## src/rtl/config_pkg.sv

```systemverilog
// rtl/config_pkg.sv - shared state enums for the ALU result path
package config_pkg;

    typedef enum logic [1:0] {ST_IDLE, ST_LOAD, ST_EXEC, ST_DONE} state_t;

    typedef enum logic {IDLE, SEND} ser_state_t;

endpackage

```

## src/rtl/word_fifo.sv

```systemverilog
// rtl/word_fifo.sv - power-of-two word FIFO with synchronous flush
module word_fifo #(
    parameter int WIDTH = 32,
    parameter int DEPTH = 4
) (
    input  logic                       clk_i,
    input  logic                       rst_i,
    input  logic                       flush_i,
    input  logic                       push_i,
    input  logic [WIDTH-1:0]           wdata_i,
    input  logic                       pop_i,
    output logic [WIDTH-1:0]           rdata_o,
    output logic                       full_o,
    output logic                       empty_o,
    output logic [$clog2(DEPTH+1)-1:0] count_o
);
    localparam int PW = $clog2(DEPTH);
    localparam int CW = $clog2(DEPTH+1);

    logic [WIDTH-1:0] mem_q [DEPTH];
    logic [WIDTH-1:0] mem_d [DEPTH];
    logic [PW-1:0]    wr_ptr_q, wr_ptr_d, rd_ptr_q, rd_ptr_d;
    logic [CW-1:0]    count_q, count_d;
    logic             do_push, do_pop;

    assign full_o  = (count_q == CW'(DEPTH));
    assign empty_o = (count_q == '0);
    assign count_o = count_q;
    assign rdata_o = mem_q[rd_ptr_q];

    // Flush dominates both ports so a concurrent push is dropped.
    assign do_push = push_i && !full_o && !flush_i;
    assign do_pop  = pop_i && !empty_o && !flush_i;

    always_comb begin
        mem_d    = mem_q;
        wr_ptr_d = wr_ptr_q;
        rd_ptr_d = rd_ptr_q;
        count_d  = count_q;
        if (flush_i) begin
            wr_ptr_d = '0;
            rd_ptr_d = '0;
            count_d  = '0;
        end else begin
            if (do_push) begin
                mem_d[wr_ptr_q] = wdata_i;
                wr_ptr_d        = wr_ptr_q + PW'(1);
            end
            if (do_pop) begin
                rd_ptr_d = rd_ptr_q + PW'(1);
            end
            if (do_push && !do_pop) begin
                count_d = count_q + CW'(1);
            end else if (!do_push && do_pop) begin
                count_d = count_q - CW'(1);
            end
        end
    end

    always_ff @(posedge clk_i) begin
        if (rst_i) begin
            mem_q    <= '{default: '0};
            wr_ptr_q <= '0;
            rd_ptr_q <= '0;
            count_q  <= '0;
        end else begin
            mem_q    <= mem_d;
            wr_ptr_q <= wr_ptr_d;
            rd_ptr_q <= rd_ptr_d;
            count_q  <= count_d;
        end
    end

endmodule

```

## src/rtl/resp_serializer.sv

```systemverilog
// rtl/resp_serializer.sv - queues ALU result words and streams them out LSB byte first
module resp_serializer
    import config_pkg::*;
#(
    parameter int DATA_WIDTH = 8,
    parameter int WORD_BYTES = 4,
    parameter int DEPTH      = 4
) (
    input  logic                             clk_i,
    input  logic                             rst_i,
    input  logic [WORD_BYTES*DATA_WIDTH-1:0] word_i,
    input  logic                             word_valid_i,
    output logic                             word_ready_o,
    input  logic                             flush_i,
    output logic [DATA_WIDTH-1:0]            data_o,
    output logic                             valid_o,
    input  logic                             ready_i,
    output logic [$clog2(DEPTH+1)-1:0]       count_o,
    output logic                             busy_o
);
    localparam int WW = WORD_BYTES * DATA_WIDTH;
    localparam int IW = (WORD_BYTES > 1) ? $clog2(WORD_BYTES) : 1;
    localparam logic [IW-1:0] LAST_IDX = IW'(WORD_BYTES - 1);

    ser_state_t    state_q, state_d;
    logic [WW-1:0] shift_q, shift_d;
    logic [IW-1:0] idx_q, idx_d;
    logic          flush_pend_q, flush_pend_d;
    logic          pop;
    logic [WW-1:0] head;
    logic          fifo_full, fifo_empty;

    word_fifo #(
        .WIDTH (WW),
        .DEPTH (DEPTH)
    ) u_fifo (
        .clk_i   (clk_i),
        .rst_i   (rst_i),
        .flush_i (flush_i),
        .push_i  (word_valid_i && word_ready_o),
        .wdata_i (word_i),
        .pop_i   (pop),
        .rdata_o (head),
        .full_o  (fifo_full),
        .empty_o (fifo_empty),
        .count_o (count_o)
    );

    // Outputs are forced quiet while rst_i is high so reset takes effect immediately.
    assign word_ready_o = (!fifo_full || rst_i) && !flush_i;
    assign valid_o      = (state_q == SEND) && !rst_i;
    assign data_o       = valid_o ? shift_q[DATA_WIDTH-1:0] : '0;
    assign busy_o       = !rst_i && ((state_q != IDLE) || !fifo_empty);

    always_comb begin
        state_d      = state_q;
        shift_d      = shift_q;
        idx_d        = idx_q;
        flush_pend_d = flush_pend_q;
        pop          = 1'b0;
        case (state_q)
            IDLE: begin
                flush_pend_d = 1'b0;
                if (!fifo_empty && !flush_i) begin
                    pop     = 1'b1;
                    shift_d = head;
                    idx_d   = '0;
                    state_d = SEND;
                end
            end
            SEND: begin
                if (flush_i) begin
                    flush_pend_d = 1'b1;
                end
                if (ready_i) begin
                    // A flush lets the presented byte complete, then drops the rest of the word.
                    if (flush_i || flush_pend_q) begin
                        state_d      = IDLE;
                        shift_d      = '0;
                        idx_d        = '0;
                        flush_pend_d = 1'b0;
                    end else if (idx_q == LAST_IDX) begin
                        idx_d = '0;
                        if (!fifo_empty) begin
                            pop     = 1'b1;
                            shift_d = head;
                        end else begin
                            state_d = IDLE;
                            shift_d = '0;
                        end
                    end else begin
                        shift_d = shift_q >> DATA_WIDTH;
                        idx_d   = idx_q + IW'(1);
                    end
                end
            end
            default: state_d = IDLE;
        endcase
    end

    always_ff @(posedge clk_i) begin
        if (rst_i) begin
            state_q      <= IDLE;
            shift_q      <= '0;
            idx_q        <= '0;
            flush_pend_q <= 1'b0;
        end else begin
            state_q      <= state_d;
            shift_q      <= shift_d;
            idx_q        <= idx_d;
            flush_pend_q <= flush_pend_d;
        end
    end

endmodule

```

## config.mk

```make
export PLATFORM = sky130hd
export DESIGN_NAME = resp_serializer
export DESIGN_NICKNAME = d
export VERILOG_FILES = /design/src/rtl/config_pkg.sv /design/src/rtl/word_fifo.sv /design/src/rtl/resp_serializer.sv
export SDC_FILE = /design/constraint.sdc
export NUM_CORES = 1
export LEC_CHECK = 0
export CAP_MARGIN = 40
export CORE_MARGIN = 5
export CORE_UTILIZATION = 63
export CTS_BUF_LIST = sky130_fd_sc_hd__clkbuf_16
export CTS_CLUSTER_DIAMETER = 80
export DETAILED_ROUTE_END_ITERATION = 7
export GPL_ROUTABILITY_DRIVEN = 0
export PLACE_DENSITY_LB_ADDON = 0.25
export SLEW_MARGIN = 0
export SYNTH_ARGS = -nofsm -noshare
export SYNTH_HDL_FRONTEND = slang
export SYNTH_SLANG_ARGS = --single-unit
```

## constraint.sdc

```tcl
create_clock -name clk_i -period 7.6 [get_ports clk_i]
set_clock_uncertainty 0.05 [all_clocks]
set_input_delay 2.28 -clock clk_i [delete_from_list [all_inputs] [get_ports clk_i]]
set_output_delay 2.28 -clock clk_i [all_outputs]
set_load 0.01 [all_outputs]
```

# Word-level counts from Yosys, hierarchy flattened
# Index checks and enable logic that the tools add are counted.
[op_classes] reduce_logical=26 muxes=34 n_eq_ne=4 add_sub_neg=5 order_cmp=3 bitwise=4
[ops] cell="32-bit two-way mux" count=8
[ops] cell="128-bit bitwise mux" count=1
[ops] cell="32-bit binary-select mux with 2-bit select" count=1
[ops] cell="32-bit demux with 2-bit select" count=1
[ops] cell="32-bit one-hot mux with 2 select lines" count=1
[ops] cell="1-bit logical AND" count=12
[ops] cell="1-bit two-way mux" count=11
[ops] cell="2-bit two-way mux" count=4
[ops] cell="8-bit two-way mux" count=1
[ops] cell="2-bit by 1-bit adder with 2-bit output, second input constant" count=3
[ops] cell="3-bit >= comparator, second input constant" count=2
[ops] cell="1-bit zero test" count=6
[ops] cell="3-bit two-way mux" count=2
[ops] cell="2-bit NOT with 3-bit output" count=2
[ops] cell="1-bit one-hot mux with 2 select lines" count=3
[ops] cell="2-bit inequality test, second input constant" count=2
[ops] cell="2-bit one-hot mux with 2 select lines" count=1
[ops] cell="2-bit AND reduction" count=2
[ops] cell="3-bit by 1-bit adder with 3-bit output, second input constant" count=1
[ops] cell="3-bit == test, second input constant" count=1
[ops] cell="3-bit zero test" count=1
[ops] cell="1-bit logical OR" count=3
[ops] cell="3-bit by 1-bit < comparator with 1-bit output, second input constant" count=1
[ops] cell="3-bit by 1-bit subtractor with 3-bit output, second input constant" count=1
[ops] cell="other kinds (4)" count=5
[totals] register_bits=171 in_bits=37 out_inout_bits=14 elab_cells=87

# Logic depth before layout (Yosys ltp)
[depth] word_depth=11 ltp_mapped=10

# Hierarchy
# From an unflattened synthesis, not the netlist that was laid out.
[unflattened] hier_cells=760 hier_area_um2=8210.4
[by_module_without_submodules] mod="word_fifo" instances=1 cells_each=542 area_per_inst_um2=6281.0
[by_module_without_submodules] mod="resp_serializer" instances=1 cells_each=218 area_per_inst_um2=1929.4

# Worst setup path before layout
# OpenSTA, ideal clock, no wires.
[synth_path] path_kind="input to output" from="input port rst_i" to="output port busy_o" arrival_time_ns=3.125 slack_ns=2.145 cell_stages=4 required_ns=5.270 cell_sequence="clkbuf_1 > clkbuf_1 > clkbuf_1 > a21oi_1"
[synth_between] elab_chain_len=2
[synth_lines] element="from (decl)" line_no="resp_serializer.sv:10" text="input logic rst_i,"
[synth_lines] element="1-bit zero test" line_no="resp_serializer.sv:53" text="assign busy_o = !rst_i && ((state_q != IDLE) || !fifo_empty);"
[synth_lines] element="1-bit logical AND" line_no="resp_serializer.sv:53"
[synth_lines] element="to (decl)" line_no="resp_serializer.sv:19" text="output logic busy_o"
# Every way passes these cells.

# Final worst setup path
[layout_path] from="input port flush_i" to="output port word_ready_o"
[layout_between] elab_chain_len=2
[layout_lines] element="from (decl)" line_no="resp_serializer.sv:14" text="input logic flush_i,"
[layout_lines] element="1-bit zero test" line_no="resp_serializer.sv:50" text="assign word_ready_o = (!fifo_full || rst_i) && !flush_i;"
[layout_lines] element="1-bit logical AND" line_no="resp_serializer.sv:50"
[layout_lines] element="to (decl)" line_no="resp_serializer.sv:13" text="output logic word_ready_o,"
# Every way passes these cells.

==> metrics.md <==
| Metric | Value |
|---|---|
| Max Root-Sink Buffers | `2` |
| Reg2reg start | `u_fifo.count_o[0]$_SDFFE_PP0P_` |
| Synth top area share | `0.471` |
| HP Start | `u_fifo.mem_q[40]$_SDFFE_PP0P_` |
| Synth Cell Area | `approximately 7300 µm²` |
| Vias per inst | `6.13` |
| Horiz. Die Dim | `117 µm` |
| Initial antenna violation count | `0` |
| Min Clock Period, post-route | `roughly 6200 ps` |
| Worst slack, placed | `between 1000 and 1500 ps` |
| Lkg Pwr | `2.73 nW` |
| Post-DP HPWL | `11,100 µm` |
| Syn Area/Cell | `about 8.7 µm²` |
| Required time worst endpoint | `5270 ps` |
| Async S/R FF share, synth | `0` |
| GRT Overall Usage | `0.265` |
| Remaining Overflow, GRT | `0` |
| R2R depth | `9` |
| Layout net count | `884` |
| Top post-synthesis cells by area | `dfxtp_1 47%, nand2_1 14%, mux4_2 9.9%` |
| CTS tree | `built` |
| Final setup vio count | `0` |
| Final Cycle Share | `0.810` |
| Critical path peak fanout | `19` |
| Yosys warnings | `0` |
| Routed WL | `18,400 µm` |
| Tot Pwr | `1.91 mW` |
| # hold bufs at CTS | `0` |
| Post-synthesis sequential area ratio | `0.471` |
| Hold endpoint | `u_fifo.mem_q[40]$_SDFFE_PP0P_` |
| Post-cts resize count | `0` |
| Syn Nets | `877` |
| Layout Area Growth over Synthesis | `13.3%` |
| Rows | `39` |
| Synth area leader | `dfxtp_1` |
| Core ar. | `11,400 µm²` |
| Placed insts | `964` |
| Clk slew on worst S/H paths | `60 ps` |
| Max_cap viols | `0` |
| # DRC | `0` |
| Final hold viol count | `0` |
| IO Port Bufs | `50` |
| Final Util | `0.724` |
| Worst-Skew Late Latency | `420 ps` |
| Hold_ws | `403 ps` |
| Setup TNS | `0 ps` |
| Worst slew pin tran | `856 ps` |
| Tightest Hold Check Type | `flop to flop` |
| Initial Util | `0.639` |
| Post-CTS setup buffer count | `0` |
| Fillers | `between 800 and 900` |
| Most common cell after layout, fill and taps aside | `nand2_1` |
| Worst setup EP type | `output port` |
| R2r endpoint | `u_fifo.count_o[2]$_SDFFE_PP0P_` |
| Mapped Cells | `about 830` |
| Most used DFF post-synth | `dfxtp_1` |
| Final std cells w/o fill | `994` |
| Slew HR | `0.429` |
| Seq cells post-synth | `171` |
| Startpoint Class | `primary input` |
| CP Data Arrival Time | `3830 ps` |
| Most frequent cells in the layout | `269 x nand2_1, 170 x dfxtp_1, 141 x a21oi_1, 49 x clkdlybuf4s50_1, 36 x nor2_1` |
| Drt wl/cell | `18.5 µm` |
| Worst reg-to-reg setup slack | `4930 ps` |
| TritonRoute pass-1 iters | `6` |
| CTS Buf Count | `17` |
| IO Count | `51` |
| Slew Limit Fails | `0` |
| Post-route worst setup slack | `1440 ps` |
| Unrepaired setup endpoints after global routing | `no` |
| Iter 0 DRT Violations | `roughly 620` |
| Crit Path Category | `primary input to output port` |
| Clk root buf | `clkbuf_16` |
| Die height | `around 120 µm` |
| Netlist cell types | `36` |
| Antenna fix cells | `0` |
| Number of synthesized flops with an enable pin | `0` |
| Pwr dens | `232 nW/µm²` |
| Hold depth | `2` |
| Htree depth | `4` |
| First-pass GRT wire length | `between 20,000 and 30,000 µm` |
| CTS Sinks | `171` |
| Status | `complete, no violations` |
| Peak supply drop | `~0.15 mV` |
| Design Area, Final | `8230 µm²` |
| Number of global-route vias before repair | `5,981` |
| Die area | `13,800 µm²` |
| Vias | `6,090` |
| Max Clk Rate | `162 MHz` |
| Largest net degree at the start of global routing | `between 70 and 80` |
| Layout cells sized above 1 | `0.0964` |
| Placed inst area | `7720 µm²` |
| Final antenna-violating net count | `0` |
-- cells in the mapped netlist, types with 2 or more instances --
cell type / number
xor2_1: 2
nor2_1: 36
nand2_1: 269
a221oi_1: 24
a211oi_1: 2
buf_2: 27
and2_1: 8
ha_1: 6
and4b_1: 4
nor3_1: 24
a21oi_1: 141
nand4b_2: 4
xnor2_1: 3
clkbuf_1: 30
mux4_2: 32
buf_6: 14
inv_1: 7
nand3b_1: 2
nand3_1: 9
buf_4: 3
dfxtp_1: 171
-- routing by layer --
layer,wire length (µm),share of wire,track usage,vias to the layer above
met1,7170,0.39,0.344,2931
met4,446,0.024,0.103,0
met5,0,0,0,-
li1,-,-,-,2855
met3,1520,0.082,0.0597,44
met2,9280,0.50,0.431,260
-- critical path, cell delays in order --
cell             delay (ps)
clkdlybuf4s50_1         760
nor2_1                  230
clkdlybuf4s50_1         560
-- cells by family (layout without fill, tap and decap cells) --
logic type,count (synthesis),in the layout,share of synthesized area
AO/OA/AOI/OAI,173,173,0.136
adder cells (fa/ha/maj),7,7,0.0131
multiplexers,33,33,0.101
flip-flops,171,171,0.471
buffers and inverters,81,99,0.0625
AND/OR/NAND/NOR,363,363,0.211
XOR/XNOR,5,5,0.00603
-- state kept, by name, summed over array words and instances (netlist names) --
signal,count
idx_q,2
u_fifo.wr_ptr_q,2
u_fifo.mem_q,128
flush_pend_q,1
u_fifo.count_o,3
state_q,1
u_fifo.rd_ptr_q,2
shift_q,32
-- final cells by class --
type                       count  area, µm²  area share
sequential                   171       3420       0.416
tap                          143        179      0.0217
multi-input combinational    581       3420       0.415
clock inverter                13       90.1      0.0109
timing repair buffer          62        668      0.0812
inverter                       7       26.3     0.00319
clock buffer                  17        425      0.0517
-- where the power goes --
group,switching (mW),internal [mW]
logic,0.115,0.0796
registers,0.0208,0.929
clock network,0.332,0.437
total,0.467,1.45
-- worst max path at each step --
| stage | startpoint | end | slack (ps) | depth (start not counted) |
|---|---|---|---|---|
| floorplan | rst_i | busy_o | 2140 | 4 |
| global placement | flush_i | word_ready_o | 1520 | 3 |
| detailed placement | flush_i | word_ready_o | 1480 | 3 |
| CTS | flush_i | word_ready_o | 1450 | 3 |
| global route | flush_i | word_ready_o | 1360 | 3 |
| finish | flush_i | word_ready_o | 1440 | 3 |
Power figures use the tool's default switching activity.
==> edit 1: new RTL, config.mk and constraints unchanged <==
`DEPTH` is set to 4 in 2 places; all go to 2.
--- a/src/rtl/word_fifo.sv
+++ b/src/rtl/word_fifo.sv
@@ -3,3 +3,3 @@
     parameter int WIDTH = 32,
-    parameter int DEPTH = 4
+    parameter int DEPTH = 2
 ) (
--- a/src/rtl/resp_serializer.sv
+++ b/src/rtl/resp_serializer.sv
@@ -6,3 +6,3 @@
     parameter int WORD_BYTES = 4,
-    parameter int DEPTH      = 4
+    parameter int DEPTH      = 2
 ) (
Ports: changed (resized count_o); port bits go from 51 to 50. The function was not compared with the original's and may differ.
==> edit 1 against the original RTL <==
- critical endpoint unchanged
- power is 37% lower
- highest routed layer unchanged
- combinational power is 14% lower
- cell area is 28% lower
- synthesized area is 28% lower
- fmax is 1.8% higher
- sequential cell count is 67 lower
- largest power group unchanged
- setup slack better by 0.11 ns
- synthesized cell count is 30% lower
- routed wire length is 23% lower
- final cell count is 31% lower
==> edit 1: results (changes against the original RTL) <==
Netlist cell types 41 (+14%); # port buffers 49 (-2.0%); Slowest Stage Delay on Critical Path 0.66 ns (-0.10 ns); largest net degree at the start of global routing 67 (-6.9%); placed insts 672 (-30%); latest clock arrival within the worst-skew pair 0.34 ns (-0.08 ns); Total GRT Usage 28.2% (+1.7 points); final wirelength 14.1 mm (-23%); worst slew pin tran 0.837 ns (-0.0194 ns); ratio of cells with drive above 1 in the final layout 11.7% (+2.0 points); met3 Track Usage GR 5.03% (-0.94 points); M1 GR Usage 34.6% (+0.22 points); Post-synth top cells dfxtp_1 (104), a21oi_1 (72), nand4_1 (64), o31ai_1 (64), clkbuf_1 (40); worst slack, placed 1.54 ns (+0.0639 ns); WHS 0.419 ns (+0.0166 ns); VDD IR max 116 uV (-24%); Synthesized Nets 626 (-29%); HPWL after DPL 8.69 mm (-22%); Final WS setup 1.55 ns (+0.107 ns); Vias/cell 7.06 (+15%); first-pass GRT wire length 23.3 mm (-22%); sequential share of the synthesized area 39.7% (-7.4 points); met2 usage 49.6% (+6.5 points); WL per Instance 20.5 um (+11%); Pleak 1.85 nW (-32%); clock buffer count from CTS 9 (-8); status completed; nets@finish 617 (-30%)
[edit 1: cell count changes after synthesis, moves of 26 or more]
cell / delta
dfxtp_1: -67
o31ai_1: +63
nor2_1: -29
nand2_1: -242
o211ai_1: +26
a21oi_1: -69
nand4_1: +63
mux4_2: -32
[edit 1: final timing paths]
check,cells after the start,start,to
max reg2reg,7,idx_q[0],u_fifo.count_o[1]
min,2,u_fifo.mem_q[0],u_fifo.mem_q[0]
min reg2reg,2,u_fifo.mem_q[0],u_fifo.mem_q[0]
max,3,flush_i,word_ready_o
[edit 1: cell type report]
cell class | count | area (sq um)
Sequential cell | 104 | 2080
Multi-Input combinational cell | 395 | 2780
Inverter | 4 | 15.0
Clock buffer | 9 | 225
Tap cell | 105 | 131
Timing Repair Buffer | 64 | 649
Clock inverter | 7 | 63.8
Fill cell | 621 | 2230
[edit 1: per-stage QoR]
step	area (sq um)	total power [mW]
after floorplan	5240	0.699
after global placement	5560	0.743
after detailed placement	5660	0.756
after CTS	5950	1.20
after global routing	5950	1.24
final	5950	1.21
[edit 1: worst register-to-register path, stage by stage (launching register included)]
cell and delay (ns):
dfxtp_1 0.39, ha_1 0.30, nor3b_4 0.54, buf_6 0.25, a22oi_1 0.13, ha_1 0.37
or3_1 0.39, a21oi_1 0.14
[edit 1: metal layers]
metal	vias up	part of all wire, %
met5	-	0
met4	0	2.0
met3	27	5.6
met2	171	51
met1	2356	41
li1	2306	-
[edit 1: cell families after synthesis]
logic type,after synthesis,share of synthesized area (%)
xor+xnor,2,0.334
simple gates,124,13.7
flops,104,39.7
mux,33,6.88
fa+ha+maj,2,0.477
buf+inv,88,7.61
compound gates,234,31.2
[edit 1: power by group]
part | leakage (nW) | switching [mW] | internal, mW | total, mW
Sequential | 0.844 | 0.0143 | 0.567 | 0.582
Clock | 0.148 | 0.205 | 0.253 | 0.458
Combinational | 0.861 | 0.100 | 0.0653 | 0.166
Total | 1.85 | 0.320 | 0.886 | 1.21
==> edit 2: new RTL, config.mk and constraints unchanged <==
Made on the original files. Reset style: asynchronous (`rst_i`), changed in 2 clocked blocks.
--- a/src/rtl/word_fifo.sv
+++ b/src/rtl/word_fifo.sv
@@ -59,3 +59,3 @@
 
-    always_ff @(posedge clk_i) begin
+    always_ff @(posedge clk_i or posedge rst_i) begin
         if (rst_i) begin
--- a/src/rtl/resp_serializer.sv
+++ b/src/rtl/resp_serializer.sv
@@ -100,3 +100,3 @@
 
-    always_ff @(posedge clk_i) begin
+    always_ff @(posedge clk_i or posedge rst_i) begin
         if (rst_i) begin
Function: differs if rst_i is asserted again (counterexample within 4 cycles, from zero or initial values and one cycle with rst_i high); with rst_i held inactive, the same outputs for 4 cycles.
==> edit 2 against the original RTL <==
- routed wire length down 18%
- sequential cell count unchanged
- setup slack got worse by 0.086 ns
- worst hold slack improved by 0.028 ns
- cell area is 8.0% higher
- synthesized area rose by 7.2%
- highest routed layer unchanged
Power is not compared: it rests on default switching activity, and its combinational part moved more than twofold at a synthesized area within 25%.
==> edit 2: results (changes against the original RTL) <==
adder-cell share of the synthesized area 1.06% (-0.25 points); met2 WL 7.81 mm (-16%); met3 wire len 652 um (-57%); Worst R2R Setup Slack 4.70 ns (-0.23 ns); M1 wire length 6.38 mm (-11%); Mapped Avg Cell Area 14.6 sq um (+67%); worst slack, placed 1.33 ns (-0.144 ns); Worst R2R Path Depth 8 (-1); Arrival @ worst endpoint 3.91 ns (+0.08 ns); vias in the first global route 4905 (-18%); drt pass-1 iters 4 (-2); layout filler cell count 782 (-7.5%); Vias/cell 6.02 (-1.7%); Layout Cells excl Fill 756 (-24%); worst reg2reg path startpoint idx_q[0]; mux cell area share after synthesis 28.3% (+18 points); Most used DFF post-synth dfrtp_1; largest net degree at the start of global routing 89 (+24%); Clock Pin Slew Worst Setup and Hold Paths 0.06 ns (about the same); Hold Path End shift_q[0]; Total GRT Usage 22.5% (-4.0 points); status completed; # port buffers 50 (unchanged); CP max FO 9 (-10); Post-synth top cells dfrtp_1 (171), mux2_2 (121), nand2_1 (43); HPWL after DPL 9.55 mm (-14%); worst slew pin tran 0.820 ns (-0.0362 ns); ratio of cells with drive above 1 in the final layout 33.2% (+24 points); 1st-iter DRT viols 290 (-54%); DP Area 8330 sq um (+7.9%); sequential share of the synthesized area 54.9% (+7.8 points); XOR/XNOR Fraction of Synth Area 0.514% (-0.089 points); largest cells by area after synthesis dfrtp_1 (55%), mux2_2 (17%), mux4_2 (9.2%); WHS 0.430 ns (+0.0279 ns); Synthesized Nets 577 (-34%); WL per Instance 20.0 um (+8.1%); nets@finish 619 (-30%); hold wc startpoint shift_q[0]; reg-to-reg endpoint u_fifo.count_o[2]
==> edit 2: cell count changes after synthesis, sizes merged, moves of 24 or more <==
cell | unedited run | this run
buf | 44 | 18
a21oi | 141 | 4
nand2 | 269 | 47
mux2 | 0 | 129
dfxtp | 171 | 0
dfrtp | 0 | 171
a22oi | 0 | 24
a221oi | 24 | 0
==> edit 2: critical path: stages <==
cell	delay [ns]
clkdlybuf4s50_1	0.54
nor2_1	0.37
and2_1	0.19
clkdlybuf4s50_1	0.53
==> edit 2: per-layer routing <==
| layer | GRT usage, % | up-vias |
|---|---|---|
| li1 | - | 2032 |
| met1 | 28.9 | 2415 |
| met2 | 37.6 | 87 |
| met3 | 5.03 | 20 |
| met4 | 8.47 | 0 |
| met5 | 0 | - |
==> edit 2: how the worst max path moves through the flow <==
stage | from | end | slack (ns) | cells past startpoint
finish | rst_i | data_o[6] | 1.36 | 4
global route | rst_i | data_o[3] | 1.21 | 4
CTS | rst_i | data_o[3] | 1.33 | 4
detailed placement | rst_i | data_o[7] | 1.33 | 4
global placement | rst_i | data_o[7] | 1.42 | 4
floorplan | rst_i | flush_pend_q | 0.64 | 1
==> edit 2: cell type report <==
type | count | area [sq um] | share of cell area, %
clock buffer | 17 | 425 | 4.78
inverter | 8 | 35.0 | 0.394
tap | 168 | 210 | 2.36
timing repair buffer | 58 | 601 | 6.75
sequential | 171 | 4280 | 48.1
clock inverter | 14 | 140 | 1.58
multi-input combinational | 320 | 3200 | 36.0
==> edit 2: report_power, final <==
group          total (mW)  leakage, nW  switching (mW)  internal, mW
Combinational        1.09         1.51           0.462         0.625
Clock               0.833        0.285           0.328         0.504
Sequential           1.53         2.17           0.228          1.30
Total                3.45         3.97            1.02          2.43
